===== config.mk =====
export PLATFORM = sky130hd
export DESIGN_NAME = fp16_dot_accum_flat
export DESIGN_NICKNAME = d
export VERILOG_FILES = /design/src/rtl/fp16_dot_accum_if.sv /design/src/rtl/fp16_dot_accum.sv /design/src/flat_wrapper.sv
export SDC_FILE = /design/constraint.sdc
export NUM_CORES = 1
export LEC_CHECK = 0
export ABC_AREA = 1
export CAP_MARGIN = 20
export CORE_ASPECT_RATIO = 1.2
export CORE_UTILIZATION = 33
export DETAILED_ROUTE_END_ITERATION = 8
export GPL_ROUTABILITY_DRIVEN = 0
export PLACE_DENSITY = 0.66
export SLEW_MARGIN = 25
export SYNTH_ARGS = -nofsm -noshare
export SYNTH_HDL_FRONTEND = slang
export SYNTH_SLANG_ARGS = --single-unit

===== constraint.sdc =====
create_clock -name clk -period 2.6 [get_ports clk]
set_input_delay 0.52 -clock clk [delete_from_list [all_inputs] [get_ports clk]]
set_output_delay 0.52 -clock clk [all_outputs]
set_load 0.01 [all_outputs]

===== src/rtl/fp16_dot_accum_if.sv =====
// Bundle of the element stream, FMA issue/return and result channels of fp16_dot_accum.
// slave is the sequencer's view; master is the surrounding system (source, FMA and sink).
interface fp16_dot_accum_if;
   logic        s_valid;
   logic        s_ready;
   logic [15:0] s_a;
   logic [15:0] s_b;
   logic        s_last;

   logic        fma_in_valid;
   logic [15:0] fma_a;
   logic [15:0] fma_b;
   logic [15:0] fma_c;
   logic        fma_out_valid;
   logic [15:0] fma_out;

   logic        m_valid;
   logic        m_ready;
   logic [15:0] m_data;

   modport slave (
      input  s_valid, s_a, s_b, s_last, fma_out_valid, fma_out, m_ready,
      output s_ready, fma_in_valid, fma_a, fma_b, fma_c, m_valid, m_data
   );

   modport master (
      output s_valid, s_a, s_b, s_last, fma_out_valid, fma_out, m_ready,
      input  s_ready, fma_in_valid, fma_a, fma_b, fma_c, m_valid, m_data
   );
endinterface


===== src/rtl/fp16_dot_accum.sv =====
// Streaming FP16 dot-product sequencer: LAT interleaved partial sums hide the external FMA
// latency, then a fixed-order pairwise tree through the same FMA reduces them to one result.
module fp16_dot_accum #(
   parameter int LAT = 4   // FMA latency and number of partial slots: 2, 4 or 8
) (
   input  logic             clk,
   input  logic             rst,
   fp16_dot_accum_if.slave  io
);
   localparam int          PW      = $clog2(LAT);
   localparam logic [15:0] FP_ONE  = 16'h3C00;

   typedef enum logic [1:0] {ACCUM, DRAIN, REDUCE, OUT} state_e;

   state_e          state_q, state_d;
   logic [PW-1:0]   p_q;
   logic [1:0]      round_q, round_d;
   logic [PW-1:0]   idx_q, idx_d;
   logic [15:0]     m_data_q, m_data_d;
   logic [15:0]     partial_q [LAT];
   logic [LAT-1:0]  tag_v_q;
   logic [PW-1:0]   tag_dst_q [LAT];

   logic            issue;
   logic            s_rdy;
   logic            clear_parts;
   logic [15:0]     iss_a, iss_b, iss_c;
   logic [PW-1:0]   iss_dst;

   logic            ret_en;
   logic [PW-1:0]   ret_dst;
   logic            in_flight;
   logic [PW-1:0]   n_ops;
   logic            last_round;
   logic [PW-1:0]   lo_idx, hi_idx;
   logic [15:0]     part_fwd [LAT];

   // The oldest tag stage lines up with the FMA result; results without a live tag are stale.
   assign ret_en    = io.fma_out_valid & tag_v_q[LAT-1];
   assign ret_dst   = tag_dst_q[LAT-1];
   assign in_flight = |tag_v_q[LAT-2:0];

   assign n_ops      = PW'(LAT >> (round_q + 2'd1));
   assign last_round = (n_ops == PW'(1));
   assign lo_idx     = PW'({idx_q, 1'b0});
   assign hi_idx     = lo_idx | PW'(1);

   generate
      for (genvar gi = 0; gi < LAT; gi++) begin : g_fwd
         assign part_fwd[gi] = (ret_en && ret_dst == PW'(gi)) ? io.fma_out : partial_q[gi];
      end
   endgenerate

   always_comb begin
      state_d     = state_q;
      round_d     = round_q;
      idx_d       = idx_q;
      m_data_d    = m_data_q;
      issue       = 1'b0;
      s_rdy       = 1'b0;
      clear_parts = 1'b0;
      iss_a       = '0;
      iss_b       = '0;
      iss_c       = '0;
      iss_dst     = p_q;
      case (state_q)
         ACCUM: begin
            s_rdy = 1'b1;
            if (io.s_valid) begin
               // A slot's previous result returns exactly when the pointer comes back to it.
               issue   = 1'b1;
               iss_a   = io.s_a;
               iss_b   = io.s_b;
               iss_c   = part_fwd[p_q];
               iss_dst = p_q;
               if (io.s_last) state_d = DRAIN;
            end
         end
         DRAIN: begin
            if (!in_flight) begin
               state_d = REDUCE;
               round_d = '0;
               idx_d   = '0;
            end
         end
         REDUCE: begin
            if (idx_q != n_ops) begin
               issue   = 1'b1;
               iss_a   = partial_q[lo_idx];
               iss_b   = FP_ONE;
               iss_c   = partial_q[hi_idx];
               iss_dst = idx_q;
               idx_d   = idx_q + PW'(1);
            end else if (!in_flight) begin
               if (last_round) begin
                  state_d  = OUT;
                  m_data_d = part_fwd[0];
               end else begin
                  round_d = round_q + 2'd1;
                  idx_d   = '0;
               end
            end
         end
         OUT: begin
            if (io.m_ready) begin
               clear_parts = 1'b1;
               state_d     = ACCUM;
            end
         end
         default: state_d = ACCUM;
      endcase
   end

   always_ff @(posedge clk) begin
      if (rst) begin
         state_q  <= ACCUM;
         p_q      <= '0;
         round_q  <= '0;
         idx_q    <= '0;
         m_data_q <= '0;
         tag_v_q  <= '0;
         for (int k = 0; k < LAT; k++) begin
            partial_q[k] <= '0;
            tag_dst_q[k] <= '0;
         end
      end else begin
         state_q  <= state_d;
         p_q      <= p_q + PW'(1);
         round_q  <= round_d;
         idx_q    <= idx_d;
         m_data_q <= m_data_d;
         tag_v_q  <= {tag_v_q[LAT-2:0], issue};
         tag_dst_q[0] <= iss_dst;
         for (int k = 1; k < LAT; k++) tag_dst_q[k] <= tag_dst_q[k-1];
         for (int k = 0; k < LAT; k++) begin
            if (clear_parts)                         partial_q[k] <= '0;
            else if (ret_en && ret_dst == PW'(k))    partial_q[k] <= io.fma_out;
         end
      end
   end

   // Outputs are forced to their idle values while reset is held.
   assign io.s_ready      = s_rdy & ~rst;
   assign io.fma_in_valid = issue & ~rst;
   assign io.fma_a        = (issue && !rst) ? iss_a : 16'h0000;
   assign io.fma_b        = (issue && !rst) ? iss_b : 16'h0000;
   assign io.fma_c        = (issue && !rst) ? iss_c : 16'h0000;
   assign io.m_valid      = (state_q == OUT) & ~rst;
   assign io.m_data       = rst ? 16'h0000 : m_data_q;
endmodule

===== src/flat_wrapper.sv =====
// flat-port wrapper written by rule: the top's interface ports become plain ports
module fp16_dot_accum_flat 
#(
   parameter int LAT = 4                                                        
)
  (clk, rst, io_s_valid, io_s_a, io_s_b, io_s_last, io_fma_out_valid, io_fma_out, io_m_ready, io_s_ready, io_fma_in_valid, io_fma_a, io_fma_b, io_fma_c, io_m_valid, io_m_data);
  fp16_dot_accum_if io_i ();
  input  logic clk;
  input  logic rst;
  input wire logic [$bits(io_i.s_valid)-1:0] io_s_valid;
  input wire logic [$bits(io_i.s_a)-1:0] io_s_a;
  input wire logic [$bits(io_i.s_b)-1:0] io_s_b;
  input wire logic [$bits(io_i.s_last)-1:0] io_s_last;
  input wire logic [$bits(io_i.fma_out_valid)-1:0] io_fma_out_valid;
  input wire logic [$bits(io_i.fma_out)-1:0] io_fma_out;
  input wire logic [$bits(io_i.m_ready)-1:0] io_m_ready;
  output wire logic [$bits(io_i.s_ready)-1:0] io_s_ready;
  output wire logic [$bits(io_i.fma_in_valid)-1:0] io_fma_in_valid;
  output wire logic [$bits(io_i.fma_a)-1:0] io_fma_a;
  output wire logic [$bits(io_i.fma_b)-1:0] io_fma_b;
  output wire logic [$bits(io_i.fma_c)-1:0] io_fma_c;
  output wire logic [$bits(io_i.m_valid)-1:0] io_m_valid;
  output wire logic [$bits(io_i.m_data)-1:0] io_m_data;
  assign io_i.s_valid = io_s_valid;
  assign io_i.s_a = io_s_a;
  assign io_i.s_b = io_s_b;
  assign io_i.s_last = io_s_last;
  assign io_i.fma_out_valid = io_fma_out_valid;
  assign io_i.fma_out = io_fma_out;
  assign io_i.m_ready = io_m_ready;
  assign io_s_ready = io_i.s_ready;
  assign io_fma_in_valid = io_i.fma_in_valid;
  assign io_fma_a = io_i.fma_a;
  assign io_fma_b = io_i.fma_b;
  assign io_fma_c = io_i.fma_c;
  assign io_m_valid = io_i.m_valid;
  assign io_m_data = io_i.m_data;
  fp16_dot_accum #(.LAT(LAT)) u_core (.clk(clk), .rst(rst), .io(io_i));
endmodule

==> flow_results.org, run 1 <==
** GRT
- Number of antenna violations at the first check in global routing :: 0
- The number of global-route vias before repair came to 6313.
- Remaining global-route overflow :: 0
- Pin count of the biggest net entering global routing :: 34
- All-Layer GR Usage :: 21.1%
- The first global-routing pass estimated 32.1 mm of wire.

** Finish
- Of the cells placed in the final design, the portion with a size suffix greater than 1 is 21.6%.
- In the final design database the tool counted 1195 nets.
- Final design instance area without fill :: 0.00914 mm2
- The number of antenna diodes in the final layout is 0.
- Post-synthesis to final-layout area growth :: 46.2%
- Final cell count without fillers :: 1391

** Clock tree
- CTS hold repair buffers :: 0
- After clock tree synthesis, the clock-pin slew on the worst setup and hold paths is 0.07 ns.
- The clock reaches the later pin of the worst-skew pair after 0.36 ns.
- Clock root buffer :: sky130_fd_sc_hd__clkbuf_16
- TritonCTS built the clock tree.
- Clock tree sinks :: 101
- Buffers inserted during clock tree synthesis total 9.
- H-tree depth :: 3
- Deepest clock path buffer count :: 2

** Synthesis
- During synthesis, Yosys emitted a total of 0 warnings.
- Share of synthesized flip-flops with an asynchronous set or reset :: 0%
- Post-synth EDFFs :: 64
- Counting flops and latches in the post-synthesis netlist gives 101.
- The largest total area in the synthesized netlist belongs to sky130_fd_sc_hd__edfxtp_1.
- The mapped netlist covers 0.00626 mm2.
- Net count after synthesis :: 978
- Synthesis instantiated 32 different standard cells from the library.
- Sequential elements use 42.6% of the synthesized area.
- Synth top area cells :: sky130_fd_sc_hd__edfxtp_1 31%, sky130_fd_sc_hd__nand2_1 15%, sky130_fd_sc_hd__nor2_1 14%
- The synthesized design devotes to its leading area cell type 30.7% of total area.
- Each instance of the synthesized netlist takes up on average ~6.8 um2.
- For this run, the leading register cell type out of synthesis is sky130_fd_sc_hd__edfxtp_1.
- Most frequent cells after synthesis :: 247 x sky130_fd_sc_hd__nand2_1, 236 x sky130_fd_sc_hd__nor2_1, 82 x sky130_fd_sc_hd__nand3_1, 75 x sky130_fd_sc_hd__inv_1, 64 x sky130_fd_sc_hd__edfxtp_1
- Cell with the most instances after synthesis :: sky130_fd_sc_hd__nand2_1
- Cells after synthesis :: 917

** STA
- Headroom to the max-slew limit came out at 68.0%.
- Slew at the pin closest to its max-slew limit :: 0.479 ns
- Skew final :: ~0.0096 ns
- Setup violations remaining at the end of the flow were counted as 0.
- The worst path needs 2.56 ns of the cycle, external delays included.
- The final hold violation count came to 0.
- Dividing the final minimum period by the clock period gives 98.4%.
- Maximum frequency from static timing analysis :: 391 MHz
- The max-slew violation total from the final report came to 0.
- Setup repair after global routing could not meet its margin everywhere.
- Worst-case hold slack :: 0.399 ns

** Detailed routing
- Via density :: 4.74
- After detailed routing, the number of remaining DRC violations is 0.
- The final layout contains routed wiring with a total length of just over 20 mm.
- DRC marker count from the first detailed-route iteration :: 522
- The detail route stage leaves a number of antenna-violating nets equal to 0.
- The routed layout has 6600 vias.
- Dividing the detail-routed wire length by the instance count gives 14.5 um.
- DR pass1 iterations :: 7

** Die
- The floorplan step defined a die boundary enclosing just under 0.02 mm2.
- The core region is 0.0184 mm2.
- Count of standard-cell rows :: 54
- For this configuration, the core starts out at a cell density of between 30% and 40%.
- Chip width :: approximately 130 um
- Number of primary I/O pins :: 121
- Die H :: between 150 and 200 um

** Power and ir drop
- After layout, the design draws a total of approximately 0.006 W.
- Highest ir drop seen on vdd :: 0.000424 V
- Leak pwr :: around 4.2 nW
- For this design the ratio of total power to cell area is 668 mW/mm2.

** Placed design
- Count of input and output buffers :: 120
- Post-placement cell count :: 1364
- After detailed placement, the total cell area comes to around 0.0086 mm2.
- The HPWL after detailed placement is approximately 14 mm.

** Critical path
- Data on the critical path arrives at its endpoint at slightly above 2 ns.
- Length in cells of the worst reg-to-reg path :: 12
- Along the worst path, the maximum fanout reaches 17.
- The worst setup path is captured at a primary output.
- At the worst endpoint, the required time is 2.08 ns.
- The worst setup path is of the flip-flop to primary output kind.
- Startpoint Class :: flip-flop

** Outcome
- Run status :: finished clean

** Min path
- The worst hold path passes through 2 cells.
- Type of the worst min-delay path :: flip-flop to flip-flop

** Job
- Max-cap violations in this run came to 0.
==> area by class of cell <==
| class | count | area, um2 |
|---|---|---|
| Inverter | 80 | 313 |
| Clock buffer | 11 | 253 |
| Tap cell | 252 | 315 |
| Timing Repair Buffer | 256 | 2320 |
| Sequential cell | 101 | 2670 |
| Clock inverter | 5 | 40.0 |
| Multi-Input combinational cell | 686 | 3230 |
| Fill cell | 1804 | 9230 |
==> power by group <==
part	internal [W]	leakage [nW]	switching, W	total [W]
logic	0.00122	3.07	0.00159	0.00281
clock network	0.000714	0.148	0.000646	0.00136
registers	0.00185	0.965	0.0000909	0.00194
==> critical path, stage by stage (launching register included) <==
cell and delay, ns:
sky130_fd_sc_hd__dfxtp_2 0.35, sky130_fd_sc_hd__inv_4 0.06, sky130_fd_sc_hd__ha_4 0.17, sky130_fd_sc_hd__xnor2_4 0.13, sky130_fd_sc_hd__nand2_2 0.11, sky130_fd_sc_hd__nand2_4 0.07, sky130_fd_sc_hd__buf_4 0.14, sky130_fd_sc_hd__buf_12 0.15
sky130_fd_sc_hd__nor2_1 0.08, sky130_fd_sc_hd__o21ai_1 0.10, sky130_fd_sc_hd__a21oi_4 0.17, sky130_fd_sc_hd__buf_2 0.14
==> final timing paths <==
path,slack (ns),start,to
max,0.04,u_core.round_q[1],io_fma_c[6]
max reg2reg,0.70,u_core.round_q[1],flip-flop
min,0.40,u_core.tag_dst_q[2][0],u_core.tag_dst_q[3][0]
min reg2reg,0.40,u_core.tag_dst_q[2][0],u_core.tag_dst_q[3][0]
==> sequential cells by signal (all words and copies together) (netlist names), named ones only <==
| name | flops |
|---|---|
| u_core.m_data_q | 16 |
| u_core.tag_dst_q | 8 |
| u_core.state_q | 2 |
| u_core.tag_v_q | 4 |
| u_core.idx_q | 2 |
| u_core.p_q | 2 |
| u_core.round_q | 2 |
| u_core.partial_q | 64 |
==> through the flow <==
stage	util (%)	setup slack (ns)	setup TNS, ns
5_1_grt	49.8	-0.0357	-0.148
4_1_cts	49.0	-0.0611	-0.825
2_1_floorplan	-	0.549	0
3_5_place_dp	46.8	-0.613	-14.25
6_report	49.8	0.0425	0
3_3_place_gp	46.8	-0.587	-14.02
==> repair_timing <==
| item | in CTS | in global routing |
|---|---|---|
| resized for setup | 181 | 49 |
| cloned | 3 | 0 |
| setup endpoints to repair | 37 | 37 |
| pin swaps | 6 | 12 |
| setup buffers | 7 | 2 |
==> kinds of logic after synthesis <==
logic type | Yosys count | share of synthesized area [%]
and+or+nand+nor | 583 | 37.5
xor gates and xnor gates | 3 | 0.420
adders and majority gates | 7 | 1.40
AOI/OAI and AO/OA | 77 | 6.26
DFF | 101 | 42.6
muxes | 16 | 2.56
buffers and inverters | 130 | 9.28
==> placed cells by master (no fill, tap or decap), types with 9 or more instances in the layout <==
| master | synthesis | routed |
|---|---|---|
| sky130_fd_sc_hd__o21ai_1 | 10 | 14 |
| sky130_fd_sc_hd__buf_4 | 3 | 116 |
| sky130_fd_sc_hd__buf_2 | 17 | 27 |
| sky130_fd_sc_hd__dfxtp_1 | 37 | 33 |
| sky130_fd_sc_hd__a21oi_2 | 0 | 10 |
| sky130_fd_sc_hd__mux2i_1 | 16 | 16 |
| sky130_fd_sc_hd__nor2_1 | 236 | 233 |
| sky130_fd_sc_hd__inv_1 | 75 | 72 |
| sky130_fd_sc_hd__clkdlybuf4s50_1 | 0 | 82 |
| sky130_fd_sc_hd__nand2_1 | 247 | 245 |
| sky130_fd_sc_hd__clkbuf_16 | 0 | 9 |
| sky130_fd_sc_hd__o21ai_0 | 45 | 33 |
| sky130_fd_sc_hd__edfxtp_1 | 64 | 64 |
| sky130_fd_sc_hd__buf_12 | 0 | 14 |
| sky130_fd_sc_hd__nand3_1 | 82 | 82 |
==> per-layer routing <==
metal | track usage [%] | routed length, um | part of all wire, %
met1 | 26.4 | 8620 | 43
met2 | 35.4 | 9580 | 47
met3 | 4.38 | 1420 | 7.0
met4 | 7.84 | 572 | 2.8
met5 | 0 | 0 | 0
(Power assumes the default switching activity.)
==> run 2, diff against run 1 <==
- CORE_UTILIZATION: 33 -> 50
- PLACE_DENSITY: 0.66 -> 0.88
==> flow_results.org, run 2 (synthesized netlist as in run 1, its figures left out) <==
** GRT
- The number of global-route vias before repair was 7057.
- Global routing used 34.1% of the available tracks across all layers.
- The number of antenna violations at the first check in global routing is 0.
- Wire length of the first global-routing pass :: 34.8 mm
- Remaining global-route overflow :: 0
- Pin count of the biggest net entering global routing :: 32

** Placed design
- The number of placed instances, taps included, is 1271.
- Detailed placer's ending HPWL :: roughly 14 mm
- Timing analysis after detailed placement gives a worst setup slack of -0.545 ns.
- Buffers placed on the I/O ports in this run total 120.

** Min path
- Type of the worst min-delay path :: flip-flop to flip-flop

** Outcome
- The final reports fail on negative setup slack.
- Run status :: finished with violations

** Critical path
- Endpoint of the worst-slack reg-to-reg timing path :: u_core.m_data_q[5]
- Traced cell by cell, the critical path runs through inv_2 -> ha_2 -> xnor2_2 -> nand2_2 -> nand2_4 -> inv_2 -> o21ai_4 -> buf_6 -> buf_12 -> buf_12 -> a21oi_1 -> buf_2.
- The most critical setup path has its endpoint at io_fma_c[11].
- At the worst endpoint, the required time is 2.08 ns.
- The worst register-to-register path has a setup slack of 0.52 ns.
- STA classifies the critical path startpoint as a flip-flop.
- CP bufs+invs :: 6
- Slowest CP cell :: sky130_fd_sc_hd__dfxtp_4
- Counting buffers and inverters, the worst setup path is 12 cells deep.
- Length in cells of the worst reg-to-reg path :: 11
- The worst setup path is captured at a primary output.
- The most critical setup path has its startpoint at u_core.round_q[0].
- Critical path class :: flip-flop to primary output
- The kind of cell with the highest combined delay along the critical path is buffers and inverters.
- Critical path's largest stage delay :: 0.38 ns
- Largest fanout of any net on the critical path :: 7
- STA puts the critical path data arrival time at roughly 2.1 ns.
- FF-to-FF Start :: u_core.round_q[0]

** Job
- Number of max-cap violations :: 0

** Clock tree
- After clock tree synthesis, the clock-pin slew on the worst setup and hold paths is 0.07 ns.
- Clock root buffer :: sky130_fd_sc_hd__clkbuf_16
- Counting along the longest clock path gives a buffer depth of 2.
- TritonCTS created 9 clock buffers.
- H-tree depth :: 3
- Skew-Pair Late Insertion Delay :: 0.36 ns
- CTS hold repair buffers :: 0
- The clock net in this run drives a total of 101 sinks.
- TritonCTS clock tree :: yes

** STA
- Maximum frequency from static timing analysis :: 379 MHz
- Setup repair after global routing could not meet its margin everywhere.
- Across all setup checks in the final design, the least slack found is -0.0363 ns.
- Setup violations remaining at the end of the flow were counted as 3.
- Final period demand of the worst path :: approximately 2.6 ns
- Max-slew violation total from the final report :: 0
- The final hold violation count is 0.
- Slew at the pin closest to its max-slew limit :: 0.550 ns
- For the final database, setup skew stands at 0.00856 ns.
- Relative max-transition margin :: 62.9%
- Ratio of final minimum period to clock period :: 101%

** Finish
- After filler insertion, the fill cell instance count of the layout stands at 731.
- Counting flops per register, the top entry is u_core.partial_q.
- Layout cell share with drive strength beyond 1 :: 22.3%
- Max FFs per register :: 64
- Top Registers :: u_core.partial_q x64, u_core.m_data_q x16, u_core.tag_dst_q x8
- Most frequent cells in the layout :: 245 x sky130_fd_sc_hd__nand2_1, 226 x sky130_fd_sc_hd__nor2_1, 112 x sky130_fd_sc_hd__buf_4
- Post-synthesis to final-layout area growth :: 44.9%
- The repair_antennas step left the layout with diodes totalling 0.
- After the last flow step, the layout net total stands at around 1200.
- Leading cell type in the layout, fill and taps excluded :: sky130_fd_sc_hd__nand2_1
- The finished layout holds 1308 standard cells, fillers aside.

** Detailed routing
- Before antenna repair, the detailed router went through 7 iterations.
- Dividing the detail-routed via count by the number of cells gives 5.82.
- In the routed design, unresolved DRC markers number 0.
- Via count :: 7619
- Once detail routing completed, the nets flagged for antenna violations numbered 0.
- Wires add up to 24.0 mm.
- DRC marker count from the first detailed-route iteration :: 1147
- Dividing the detail-routed wire length by the instance count gives around 18 um.

** Power and ir drop
- Leak pwr :: around 4.2 nW
- Highest ir drop seen on vdd :: 0.000516 V
- In this run the power density over the cells is just under 700 mW/mm2.

** Die
- Core footprint :: roughly 0.012 mm2
- Initial Utilization :: 51.4%
- Pin placement for this block handled 121 I/O pins.
- Count of standard-cell rows :: 44
- The die covers 0.0130 mm2.
- Chip width :: 104 um
- Die H :: ~120 um
[run 2: cell type report]
type / count / area [um2] / area share, %
timing repair buffer: 263 / 2380 / 26.3
inverter: 80 / 308 / 3.40
clock buffer: 10 / 229 / 2.53
timing repair inverter: 1 / 7.51 / 0.0828
sequential: 101 / 2670 / 29.5
tap: 161 / 201 / 2.22
clock inverter: 6 / 45.0 / 0.497
multi-input combinational: 686 / 3220 / 35.5
[run 2: metal layers]
layer / part of all wire (%) / GRT usage [%]
met5: 0 / 0
met4: 6.8 / 17.6
met3: 13 / 7.95
met2: 46 / 55.8
met1: 34 / 41.8
[run 2: worst register-to-register path, cell delays in order, from the launching register on]
cell and delay [ns]:
sky130_fd_sc_hd__dfxtp_4 0.38, sky130_fd_sc_hd__inv_2 0.05, sky130_fd_sc_hd__ha_2 0.19, sky130_fd_sc_hd__xnor2_2 0.13, sky130_fd_sc_hd__nand2_2 0.09, sky130_fd_sc_hd__buf_4 0.14
sky130_fd_sc_hd__buf_4 0.13, sky130_fd_sc_hd__buf_4 0.14, sky130_fd_sc_hd__nor3_4 0.11, sky130_fd_sc_hd__inv_1 0.27, sky130_fd_sc_hd__nor2_1 0.24, sky130_fd_sc_hd__nor2_1 0.09
[run 2: repair_timing]
item / 4_1_cts / 5_1_grt
buffers inserted: 9 / 6
hold endpoints to repair: 0 / 0
pin swaps: 9 / 16
gates cloned: 4 / 3
gates resized for setup: 150 / 81
endpoints found under the setup margin: 37 / 43
[run 2: how the worst min path moves through the flow]
| stage | from | end | slack [ns] | cells past startpoint |
|---|---|---|---|---|
| 3_5_place_dp | u_core.tag_dst_q[0][1] | u_core.tag_dst_q[1][1] | 0.39 | 2 |
| 5_1_grt | u_core.tag_dst_q[2][0] | u_core.tag_dst_q[3][0] | 0.42 | 2 |
| 3_3_place_gp | u_core.tag_dst_q[2][1] | u_core.tag_dst_q[3][1] | 0.39 | 2 |
| 2_1_floorplan | u_core.tag_dst_q[0][0] | u_core.tag_dst_q[1][0] | 0.39 | 2 |
| 6_report | u_core.tag_dst_q[2][0] | u_core.tag_dst_q[3][0] | 0.41 | 2 |
| 4_1_cts | u_core.tag_dst_q[1][1] | u_core.tag_dst_q[2][1] | 0.41 | 2 |
[run 2: per-stage QoR]
step                utilization [%]  TNS, ns  power [W]  hold slack, ns  instance area [um2]
floorplan                         -        0    0.00331           0.388                 6260
global placement               69.5   -11.32    0.00424           0.391                 8450
detailed placement             69.5   -11.86    0.00430           0.395                 8450
CTS                            73.3        0    0.00574           0.414                 8920
global route                   74.5    -1.03    0.00653           0.420                 9060
finish                         74.5  -0.0654    0.00631           0.414                 9060
[run 2: power by group]
part           leakage, nW  switching [W]  internal (W)  total, W
logic                 3.13        0.00175       0.00129   0.00304
clock network        0.136       0.000644      0.000660   0.00130
registers            0.966       0.000120       0.00185   0.00197
